--- config.mk ---
export PLATFORM = sky130hd
export DESIGN_NAME = yutorina_bus_arbiter
export DESIGN_NICKNAME = d
export VERILOG_FILES = /design/src/rtl/yutorina_bus_arbiter.sv
export SDC_FILE = /design/constraint.sdc
export NUM_CORES = 1
export LEC_CHECK = 0
export CORE_MARGIN = 4
export CORE_UTILIZATION = 30
export CTS_CLUSTER_DIAMETER = 80
export DETAILED_ROUTE_END_ITERATION = 8
export PLACE_DENSITY = 0.47
export RECOVER_POWER = 25
export SLEW_MARGIN = 25
export SYNTH_ARGS = -nofsm -noshare
export SYNTH_HDL_FRONTEND = slang
export SYNTH_SLANG_ARGS = --single-unit
--- constraint.sdc ---
create_clock -name clk -period 2.59 [get_ports clk]
set_input_delay 0.518 -clock clk [delete_from_list [all_inputs] [get_ports clk]]
set_output_delay 0.518 -clock clk [all_outputs]
set_load 0.005 [all_outputs]
--- src/rtl/yutorina_bus_arbiter.sv ---
// Four-master round-robin bus arbiter with active-low request/grant handshake.
// A bounded hold counter lets waiting masters preempt, but only at bus-cycle boundaries.
module yutorina_bus_arbiter #(
  parameter int unsigned HOLD_MAX = 16
) (
  input  logic       clk,
  input  logic       rst,
  input  logic [3:0] req_,
  input  logic [3:0] as_,
  output logic [3:0] grnt_,
  output logic [1:0] owner,
  output logic       busy
);

  localparam logic [7:0] HOLD_LIM = 8'(HOLD_MAX);

  typedef enum logic {
    IDLE  = 1'b0,
    OWNED = 1'b1
  } state_t;

  state_t     state_reg, state_next;
  logic [1:0] last_reg, last_next;
  logic [1:0] owner_reg, owner_next;
  logic [3:0] grnt_reg, grnt_next;
  logic [7:0] cnt_reg, cnt_next;
  logic       busy_reg;

  logic [3:0] req;
  logic [1:0] cand_idx [4];
  logic [3:0] cand_req;
  logic       other_found, any_found, preempt;
  logic [1:0] other_idx, any_idx;

  assign req = ~req_;

  // Candidate slot gi holds master (last + gi + 1) mod 4; slot 3 is last itself.
  genvar gi;
  generate
    for (gi = 0; gi < 4; gi++) begin : g_cand
      assign cand_idx[gi] = last_reg + 2'(gi + 1);
      assign cand_req[gi] = req[cand_idx[gi]];
    end
  endgenerate

  // In OWNED, last equals owner, so the first three slots are exactly the non-owners.
  always_comb begin
    other_found = 1'b0;
    other_idx   = last_reg;
    for (int i = 0; i < 3; i++) begin
      if (!other_found && cand_req[i]) begin
        other_found = 1'b1;
        other_idx   = cand_idx[i];
      end
    end
    any_found = other_found | cand_req[3];
    any_idx   = other_found ? other_idx : last_reg;
  end

  assign preempt = (HOLD_LIM != 8'd0) && (cnt_reg == HOLD_LIM) &&
                   as_[owner_reg] && other_found;

  always_comb begin
    state_next = state_reg;
    last_next  = last_reg;
    owner_next = owner_reg;
    grnt_next  = grnt_reg;
    cnt_next   = cnt_reg;
    case (state_reg)
      IDLE: begin
        grnt_next = 4'b1111;
        if (any_found) begin
          state_next = OWNED;
          last_next  = any_idx;
          owner_next = any_idx;
          grnt_next  = ~(4'b0001 << any_idx);
          cnt_next   = 8'd0;
        end
      end
      OWNED: begin
        if (!req[owner_reg] || preempt) begin
          // Release takes priority over preemption; both hand over without an idle cycle.
          if (other_found) begin
            last_next  = other_idx;
            owner_next = other_idx;
            grnt_next  = ~(4'b0001 << other_idx);
          end else begin
            state_next = IDLE;
            grnt_next  = 4'b1111;
          end
          cnt_next = 8'd0;
        end else if (other_found && (cnt_reg < HOLD_LIM)) begin
          cnt_next = cnt_reg + 8'd1;
        end
      end
      default: begin
        state_next = IDLE;
        grnt_next  = 4'b1111;
      end
    endcase
  end

  always_ff @(posedge clk or negedge rst) begin
    if (!rst) begin
      state_reg <= IDLE;
      last_reg  <= 2'd3;
      owner_reg <= 2'd0;
      grnt_reg  <= 4'b1111;
      cnt_reg   <= 8'd0;
      busy_reg  <= 1'b0;
    end else begin
      state_reg <= state_next;
      last_reg  <= last_next;
      owner_reg <= owner_next;
      grnt_reg  <= grnt_next;
      cnt_reg   <= cnt_next;
      busy_reg  <= ~&grnt_next;
    end
  end

  assign grnt_ = grnt_reg;
  assign owner = owner_reg;
  assign busy  = busy_reg;

endmodule

# == Yosys cells after proc, flatten, opt, wreduce, memory -nomap -nowiden ==
# Cells that the tools add are included.
# op_classes
n_addsub,4
n_lt_le_gt_ge,6
eq_ne,5
shift,2
n_mux,37
n_bitwise,5
n_reduce_logical,14
# op_table
operator,n
$mux 8,3
$mux 2,8
$pmux 8 s2,1
$lt 2x3->1 const B,5
$bmux 1 s2,6
$mux 1,12
$mux 4,3
$not 4->4,3
$add 8x1->8 const B,1
$eq 8x5->1 const B,1
$lt 8x5->1 const B,1
$pmux 2 s2,2
$pmux 4 s2,1
$shl 1x2->4 const A,2
$logic_and 1x1->1,5
$add 2x2->2 const B,2
$logic_not 1->1,4
$ne 2x1->1 const B,2
$reduce_and 2->1,2
$reduce_and 4->1,1
$ne 3x1->1 const B,1
$reduce_and 3->1,1
$add 2x1->2 const B,1
$ne 2x2->1 const B,1
4 further kinds,4
# totals
reg_bits,18
in_bits,10
output_inout_bits,7
wordCells,79

# == Depth between registers and ports, before layout ==
# Gate-level depths: netlist (run 1).
# logic_depth
word_depth,17
ltp_mapped,8
depth_no_buf,7

# == Least setup slack after synthesis (run 1) ==
# No wires, ideal clock.
# synth_path
path_type,reg-to-reg
startpoint,register last_reg[0]
endpoint,register last_reg[0]
setup_time_ns,0.082
arrival_ns,1.987
required_time_ns,2.508
path_slack_ns,0.521
stages_incl_launch_ff,8
path_buffers,2
synth_period_minus_slack_ns,2.069
path_cell_list,dfstp_2 -> buf_4 -> mux2i_1 -> o22ai_2 -> o31ai_4 -> and2_4 -> buf_6 -> mux2_4
# synth_via
elab_chain_cells,14
elab_cells_between_ends,31
cone_classes,3 x add/sub; 2 x eq/ne; 18 x mux; 1 x bitwise; 7 x reduce/logical
# synth_rtl
item,line,rtl
"start, declared",23,"logic [1:0] last_reg, last_next;"
"start signal, assigned",113,last_reg <= last_next;
$add 2x1->2,41,assign cand_idx[gi] = last_reg + 2'(gi + 1);
$bmux 1 s2,42,assign cand_req[gi] = req[cand_idx[gi]];
$mux 1 (not written as such),42,
$mux 1,51,if (!other_found && cand_req[i]) begin
$logic_not 1->1,51,
$logic_and 1x1->1,51,
$mux 1,51,
$logic_not 1->1,51,
$logic_and 1x1->1,51,
$mux 1,51,
$logic_and 1x1->1,61,as_[owner_reg] && other_found;
$logic_or 1x1->1,81,if (!req[owner_reg] || preempt) begin
$ne 2x1->1 (no source line),-,
$reduce_and 2->1 (no source line),-,
# Parallel ways exist; a longest one is shown, timed or not. The select of a mux whose other input is x is not followed.
# A chain may end at the register's enable or synchronous reset.

# == Worst setup path in the final report (run 1) ==
# layout_path
startpoint,input port req_[0]
endpoint,register owner_reg[0] (netlist: owner[0])
# layout_via
elab_chain_cells,14
elab_cells_between_ends,34
cone_classes,3 x eq/ne; 21 x mux; 2 x bitwise; 8 x reduce/logical
# layout_rtl
item,line,rtl
"start, declared",8,"input logic [3:0] req_,"
$not 4->4 (*),35,assign req = ~req_;
$bmux 1 s2,42,
$mux 1 (not written as such),42,
$mux 1,51,
$logic_not 1->1,51,
$logic_and 1x1->1,51,
$mux 1,51,
$logic_not 1->1,51,
$logic_and 1x1->1,51,
$mux 1,51,
$logic_and 1x1->1,61,
$logic_or 1x1->1,81,
$ne 2x1->1 (no source line),-,
$reduce_and 3->1 (no source line),-,
"end signal, assigned",114,owner_reg <= owner_next;
"end, declared",24,"logic [1:0] owner_reg, owner_next;"
# Mark *: on every way between the ends. The rest lies on a longest branch, timed or not. The select of a mux whose other input is x is not followed.

==> metrics.md, run 1 <==
| Metric | Value |
|---|---|
| Skew final | `~0.0072 ns` |
| Post-synth cell types | `44` |
| Hold crit path type | `flip-flop to flip-flop` |
| Reg2reg start | `last_reg[0]` |
| Worst reg-to-reg path cell count | `5` |
| IO Count | `17` |
| Power per cell area | `1010 mW/mm²` |
| Critical Path RT | `between 2 and 3 ns` |
| Hold Vio Cnt, Final | `0` |
| Grt total ovfl | `0` |
| Core ar. | `approximately 0.0034 mm²` |
| Setup crit end | `owner[0]` |
| Final Util | `39.49%` |
| Antenna diodes | `0` |
| Arr. time, crit path | `between 2 and 2.5 ns` |
| Post-synth EDFFs | `0` |
| Max clock buf depth | `2` |
| Post-Syn Area per Cell | `approximately 11 µm²` |
| Max VDD drop | `about 0.00054 V` |
| Die width | `about 70 µm` |
| Max FFs per register | `8` |
| Final Critical Period | `about 2.2 ns` |
| Global placement routability congestion | `about 0.77` |
| Fmax | `between 400 and 500 MHz` |
| Vias in the first global route | `approximately 870` |
| CP Class | `input port to flip-flop` |
| DRC | `0` |
| Area Overhead vs Synth | `23.91%` |
| Status | `finished clean` |
| Max-slew violations | `0` |
| Hold Buf Count CTS | `0` |
| Starting Density | `31.87%` |
| GRT Overall Usage | `between 10% and 20%` |
| R2R setup slack | `0.52 ns` |
| Asr flop ratio synth | `100.0%` |
| Routed len/inst | `around 14 µm` |
| Total negative setup slack | `0 ns` |
| Warnings, synthesis | `0` |
| Max-cap violation count | `0` |
| Post-CTS setup buffer count | `0` |
| Synthesized flop and latch total | `18` |
| CTS H-tree lvls | `1` |
| Worst setup EP type | `flip-flop` |
| Layout Nets | `between 100 and 150` |
| Fin crit share | `a little under nine tenths` |
| Pre-antenna DRT Iters | `4` |
| Main flop type after synthesis | `dfrtp_1` |
| IO Port Bufs | `16` |
| Final instance area | `roughly 0.0013 mm²` |
| Startpoint types | `input port` |
| Lkg Pwr | `around 0.55 nW` |
| Syn Std Cell Area | `about 0.0011 mm²` |
| Placed inst area | `between 0.001 and 0.0015 mm²` |
| Number of CTS-inserted buffers | `3` |
| Final setup viols | `0` |
| Layout cells sized above 1 | `a little under a quarter` |
| HP Start | `cnt_reg[7]` |
| Worst Path Max Fanout | `8` |
| Clock Tree Root | `clkbuf_4` |
| Clock transition at path regs | `0.09 ns` |
| Die ar. | `between 0.004 and 0.005 mm²` |
| First-pass GRT wire length | `~4000 µm` |
| CTS resizes | `0` |
| Slew Limit Headroom | `about a third` |
| Net Count, Synth | `111` |
| Worst-Margin Slew | `between 0.9 and 1 ns` |
| RSZ-0062 raised after global routing | `no` |
| Largest net degree at the start of global routing | `19` |
| Clock Latency Late Sink | `~0.30 ns` |
| DP HPWL | `1801 µm` |
| Worst reg2reg endpoint | `owner[0]` |
| Seq/Total Area, Yosys | `a little over two fifths` |
| Initial antenna violation count | `0` |
| Site Rows | `21` |
| Initial DRC count | `between 50 and 60` |
| Clock net sink count | `18` |
| Via density | `a little over 5` |
| CTS tree | `done` |
| Die Height | `between 60 and 70 µm` |
| DRT Wirelength | `2385 µm` |
| Vias | `860` |
| Antenna-violating nets left | `0` |
| Critical Path Source | `req_[0]` |
| Cells after Synth | `99` |
-- worst max-delay path, cell delays in order --
cell	delay [ns]
clkdlybuf4s50_1	0.60
mux2i_1	0.13
o22ai_2	0.38
o21ai_0	0.23
nand3_2	0.19
mux2_2	0.35
-- final cells by class --
class | count | area (µm²)
Clock buffer | 4 | 36.28
Fill cell | 355 | 2067
Inverter | 5 | 18.77
Multi-Input combinational cell | 72 | 576.8
Sequential cell | 18 | 457.9
Tap cell | 46 | 57.56
Timing Repair Buffer | 22 | 201.4
-- synthesized netlist by cell type, types with 2 or more instances --
master     number  area [µm²]
dfrtp_1        12       300.3
nand2_1        10       37.54
dfstp_2         6       157.7
nor2_1          6       22.52
inv_1           5       18.77
nor2b_1         4       25.02
mux4_2          3       67.56
nand3_1         3       15.01
nor3_1          3       15.01
o2bb2ai_1       3       26.28
buf_6           2       22.52
ha_1            2       25.02
mux2_2          2       22.52
nand3b_1        2       15.01
nand4_1         2       12.51
o21a_1          2       15.01
o21ai_0         2       10.01
o22a_1          2       17.52
o32a_1          2       20.02
xnor2_1         2       17.52
-- placed cells by master, fill, tap and decap left out, types with 2 or more instances in the layout --
master,synthesis,final
o22a_1,2,2
o21a_1,2,2
nor2b_1,4,4
inv_1,5,5
nand3_1,3,3
o32a_1,2,2
dfrtp_1,12,12
mux4_2,3,3
clkdlybuf4s50_1,0,15
nor3_1,3,3
o2bb2ai_1,3,3
xnor2_1,2,2
dfstp_2,6,6
nand2_1,10,10
clkbuf_4,0,3
nand4_1,2,2
o21ai_0,2,2
buf_4,1,5
nand3b_1,2,2
mux2_2,2,2
nor2_1,6,6
ha_1,2,2
-- metal layers --
metal  GRT usage (%)  part of all wire, %  up-vias
met5               0                    0        -
met4           3.722                  1.2        0
met3           4.105                  4.7        5
met2           19.49                   48       19
met1           14.78                   46      424
li1                -                    -      412
-- cell families (layout without fill, tap and decap cells) --
| family | Yosys count | count (layout) | synth area share, % |
|---|---|---|---|
| AOI/OAI and AO/OA | 23 | 23 | 19.08 |
| xor gates and xnor gates | 2 | 2 | 1.609 |
| muxes | 7 | 7 | 10.57 |
| adders and majority gates | 2 | 2 | 2.298 |
| buffers and inverters | 9 | 31 | 4.942 |
| and+or+nand+nor | 38 | 38 | 19.43 |
| DFF | 18 | 18 | 42.07 |
-- power by group --
group          internal [mW]  switching (mW)
combinational          0.386           0.303
clock                 0.0857          0.0849
sequential             0.393           0.109
total                  0.865           0.498
-- through the flow --
step | hold slack, ns | total power, mW | setup WS [ns] | cells
after global routing | 0.5507 | 1.484 | 0.2762 | 167
final | 0.5135 | 1.362 | 0.3576 | 167
after floorplan | 0.2224 | 0.9785 | 0.5209 | 99
after CTS | 0.5186 | 1.384 | 0.3696 | 167
after detailed placement | 0.4970 | 1.203 | 0.05389 | 163
after global placement | 0.5008 | 1.207 | 0.1170 | 163
-- worst min path at each step --
| stage | end | slack [ns] | cells after the start |
|---|---|---|---|
| global route | grnt_[0] | 0.55 | 1 |
| floorplan | busy | 0.22 | 0 |
| finish | cnt_reg[7] | 0.51 | 1 |
| CTS | cnt_reg[5] | 0.52 | 1 |
| global placement | cnt_reg[5] | 0.50 | 1 |
| detailed placement | cnt_reg[7] | 0.50 | 1 |
Note: power is estimated with default switching activity, not from simulation.
==> inputs of run 2 (changes only) <==
--- a/config.mk
+++ b/config.mk
@@ -5,7 +5,6 @@
 export SDC_FILE = /design/constraint.sdc
 export NUM_CORES = 1
 export LEC_CHECK = 0
-export CORE_MARGIN = 4
 export CORE_UTILIZATION = 30
 export CTS_CLUSTER_DIAMETER = 80
 export DETAILED_ROUTE_END_ITERATION = 8
==> constraint.sdc (replaced) <==
create_clock -name clk -period 2.1 [get_ports clk]
set_input_delay 0.42 -clock clk [delete_from_list [all_inputs] [get_ports clk]]
set_output_delay 0.42 -clock clk [all_outputs]
set_load 0.005 [all_outputs]
==> run 2 against run 1 <==
First-iteration DRC count up 38%. Global-route usage up 1.7 points. Clock power grew 22%. Critical path depth did not move. Core utilization rose by 2.9 points. Register-to-register slack worse by 0.36 ns. Cell count is 7.8% higher. Non-clock buffer count grew 13. Worst hold slack worse by 0.0013 ns. Sequential power is 22% higher. Routed wire length increased by 0.25%. Largest cell class unchanged.
==> metrics.md, run 2 (synthesis gave the netlist of run 1 again) <==
| Metric | Value |
|---|---|
| Worst-Margin Slew | `0.9674 ns (-0.008802 ns)` |
| CTS H-tree lvls | `1 (unchanged)` |
| Initial DRC count | `77 (+38%)` |
| Grt total ovfl | `0 (unchanged)` |
| Final instance area | `0.001446 mm² (+7.2%)` |
| Via density | `5.033 (-2.3%)` |
| Final Util | `42.34% (+2.9 points)` |
| Layout Nets | `147 (+9.7%)` |
| Critical Path RT | `2.28 ns (-0.49 ns)` |
| R2R setup slack | `0.16 ns (-0.36 ns)` |
| CP peak stage delay | `0.55 ns (-0.05 ns)` |
| Most frequent cells in the layout | `buf_4 (18), clkdlybuf4s50_1 (15), dfrtp_1 (12), nand2_1 (10)` |
| Fmax | `around 500 MHz` |
| Post-CTS setup buffer count | `0 (unchanged)` |
| Core ar. | `0.003416 mm² (unchanged)` |
| Pre-antenna DRT Iters | `6 (+2)` |
| Skew final | `0.001394 ns (-0.005815 ns)` |
| DP HPWL | `1864 µm (+3.5%)` |
| Clock transition at path regs | `0.10 ns (about the same)` |
| Max-cap violation count | `0 (unchanged)` |
| Vias in the first global route | `916 (+5.7%)` |
| Final Power | `1.784 mW (+31%)` |
| Starting Density | `31.87% (unchanged)` |
| Commonest non-fill, non-tap cell in the layout | `buf_4` |
| Max VDD drop | `0.0005816 V (+7.4%)` |
| Worst Path Max Fanout | `6 (-2)` |
| Antenna diodes | `0 (unchanged)` |
| Hold Path End | `cnt_reg[6]` |
| Layout cells sized above 1 | `31.34% (+7.4 points)` |
| Slew Limit Headroom | `35.51% (+0.59 points)` |
| DRT Wirelength | `2391 µm (+0.25%)` |
| Site Rows | `21 (unchanged)` |
| Die ar. | `0.003873 mm² (-17%)` |
| Die width | `62.24 µm (-8.8%)` |
| Status | `finished clean` |
| Placed inst area | `0.001414 mm² (+7.4%)` |
| DRC | `0 (unchanged)` |
| Routed len/inst | `13.28 µm (-7.0%)` |
| Arr. time, crit path | `2.19 ns (-0.23 ns)` |
| Max FFs per register | `8 (unchanged)` |
| Area Overhead vs Synth | `32.87%` |
| Reg2reg start | `last_reg[0]` |
| Final setup viols | `0 (unchanged)` |
| RSZ-0062 raised after global routing | `no` |
| Hold Path Cell Cnt | `1 (unchanged)` |
| Hold Buf Count CTS | `0 (unchanged)` |
| Slowest CP cell | `mux4_2` |
| Startpoint types | `input port` |
| Global placement routability congestion | `0.7370 (-4.8%)` |
| Lkg Pwr | `0.6097 nW (+11%)` |
| Clock net sink count | `18 (unchanged)` |
| Max-slew violations | `0 (unchanged)` |
| CP Class | `input port to flip-flop` |
| CTS tree | `done` |
| Critical-path cell list | `clkdlybuf4s50_1 -> mux4_2 -> nor2b_4 -> nand2_1 -> nand3_2 -> mux2_2` |
| First-pass GRT wire length | `4146 µm (+2.0%)` |
| Worst setup EP type | `flip-flop` |
| Clock Latency Late Sink | `0.29 ns (about the same)` |
| Initial antenna violation count | `0 (unchanged)` |
| Largest net degree at the start of global routing | `19 (unchanged)` |
| Power per cell area | `1234 mW/mm² (+22%)` |
| Antenna-violating nets left | `0 (unchanged)` |
| Vias | `906 (+5.3%)` |
| Clock Tree Root | `clkbuf_4` |
| Max clock buf depth | `2 (unchanged)` |
| Hold Vio Cnt, Final | `0 (unchanged)` |
| IO Port Bufs | `16 (unchanged)` |
| Crit path max-delay family | `multiplexers` |
| Worst reg2reg endpoint | `last_reg[0]` |
| Fin crit share | `between 90% and 100%` |
| GRT Overall Usage | `13.62% (+1.7 points)` |
| Hold crit path type | `flip-flop to flip-flop` |
| CP Buf/Inv Count | `1 (unchanged)` |
| Worst reg-to-reg path cell count | `5 (unchanged)` |
| IO Count | `17 (unchanged)` |
| Die Height | `62.24 µm (-8.8%)` |
| Number of CTS-inserted buffers | `3 (unchanged)` |
| HP Start | `cnt_reg[6]` |
| CTS resizes | `0 (unchanged)` |
| Final Critical Period | `about 2.0 ns` |
[run 2: stage by stage]
stage               TNS, ns  setup WS (ns)  cells  hold slack [ns]
detailed placement   -1.892        -0.2021    176           0.4860
finish                    0        0.09417    180           0.5123
floorplan                 0        0.03092     99           0.1244
global placement     -1.333        -0.1566    176           0.4856
global route              0        0.04113    180           0.5509
CTS                       0         0.1133    180           0.4514
[run 2: worst max path at each step]
stage | start | end | cells past startpoint
3_5_place_dp | req_[0] | owner[0] | 6
2_1_floorplan | last_reg[0] | last_reg[0] | 7
5_1_grt | req_[0] | owner[0] | 6
3_3_place_gp | req_[0] | owner[0] | 6
4_1_cts | req_[0] | owner[0] | 6
6_report | req_[0] | owner[0] | 6
[run 2: power breakdown]
part	switching, mW	internal, mW	total, mW
combinational	0.402	0.563	0.966
clock	0.103	0.106	0.208
sequential	0.126	0.484	0.611
total	0.631	1.15	1.78
[run 2: area by class of cell]
type / instances / area, µm²
Inverter: 5 / 18.77
Fill cell: 347 / 1969
Timing Repair Buffer: 35 / 299.0
Clock buffer: 4 / 36.28
Multi-Input combinational cell: 72 / 576.8
Tap cell: 46 / 57.56
Sequential cell: 18 / 457.9
[run 2: routing by layer]
layer	wire, µm	global-route usage (%)	up-vias
met2	1209	23.21	15
met4	19	3.198	0
met5	0	0	-
met1	1102	16.65	452
met3	59	4.412	2
li1	-	-	437
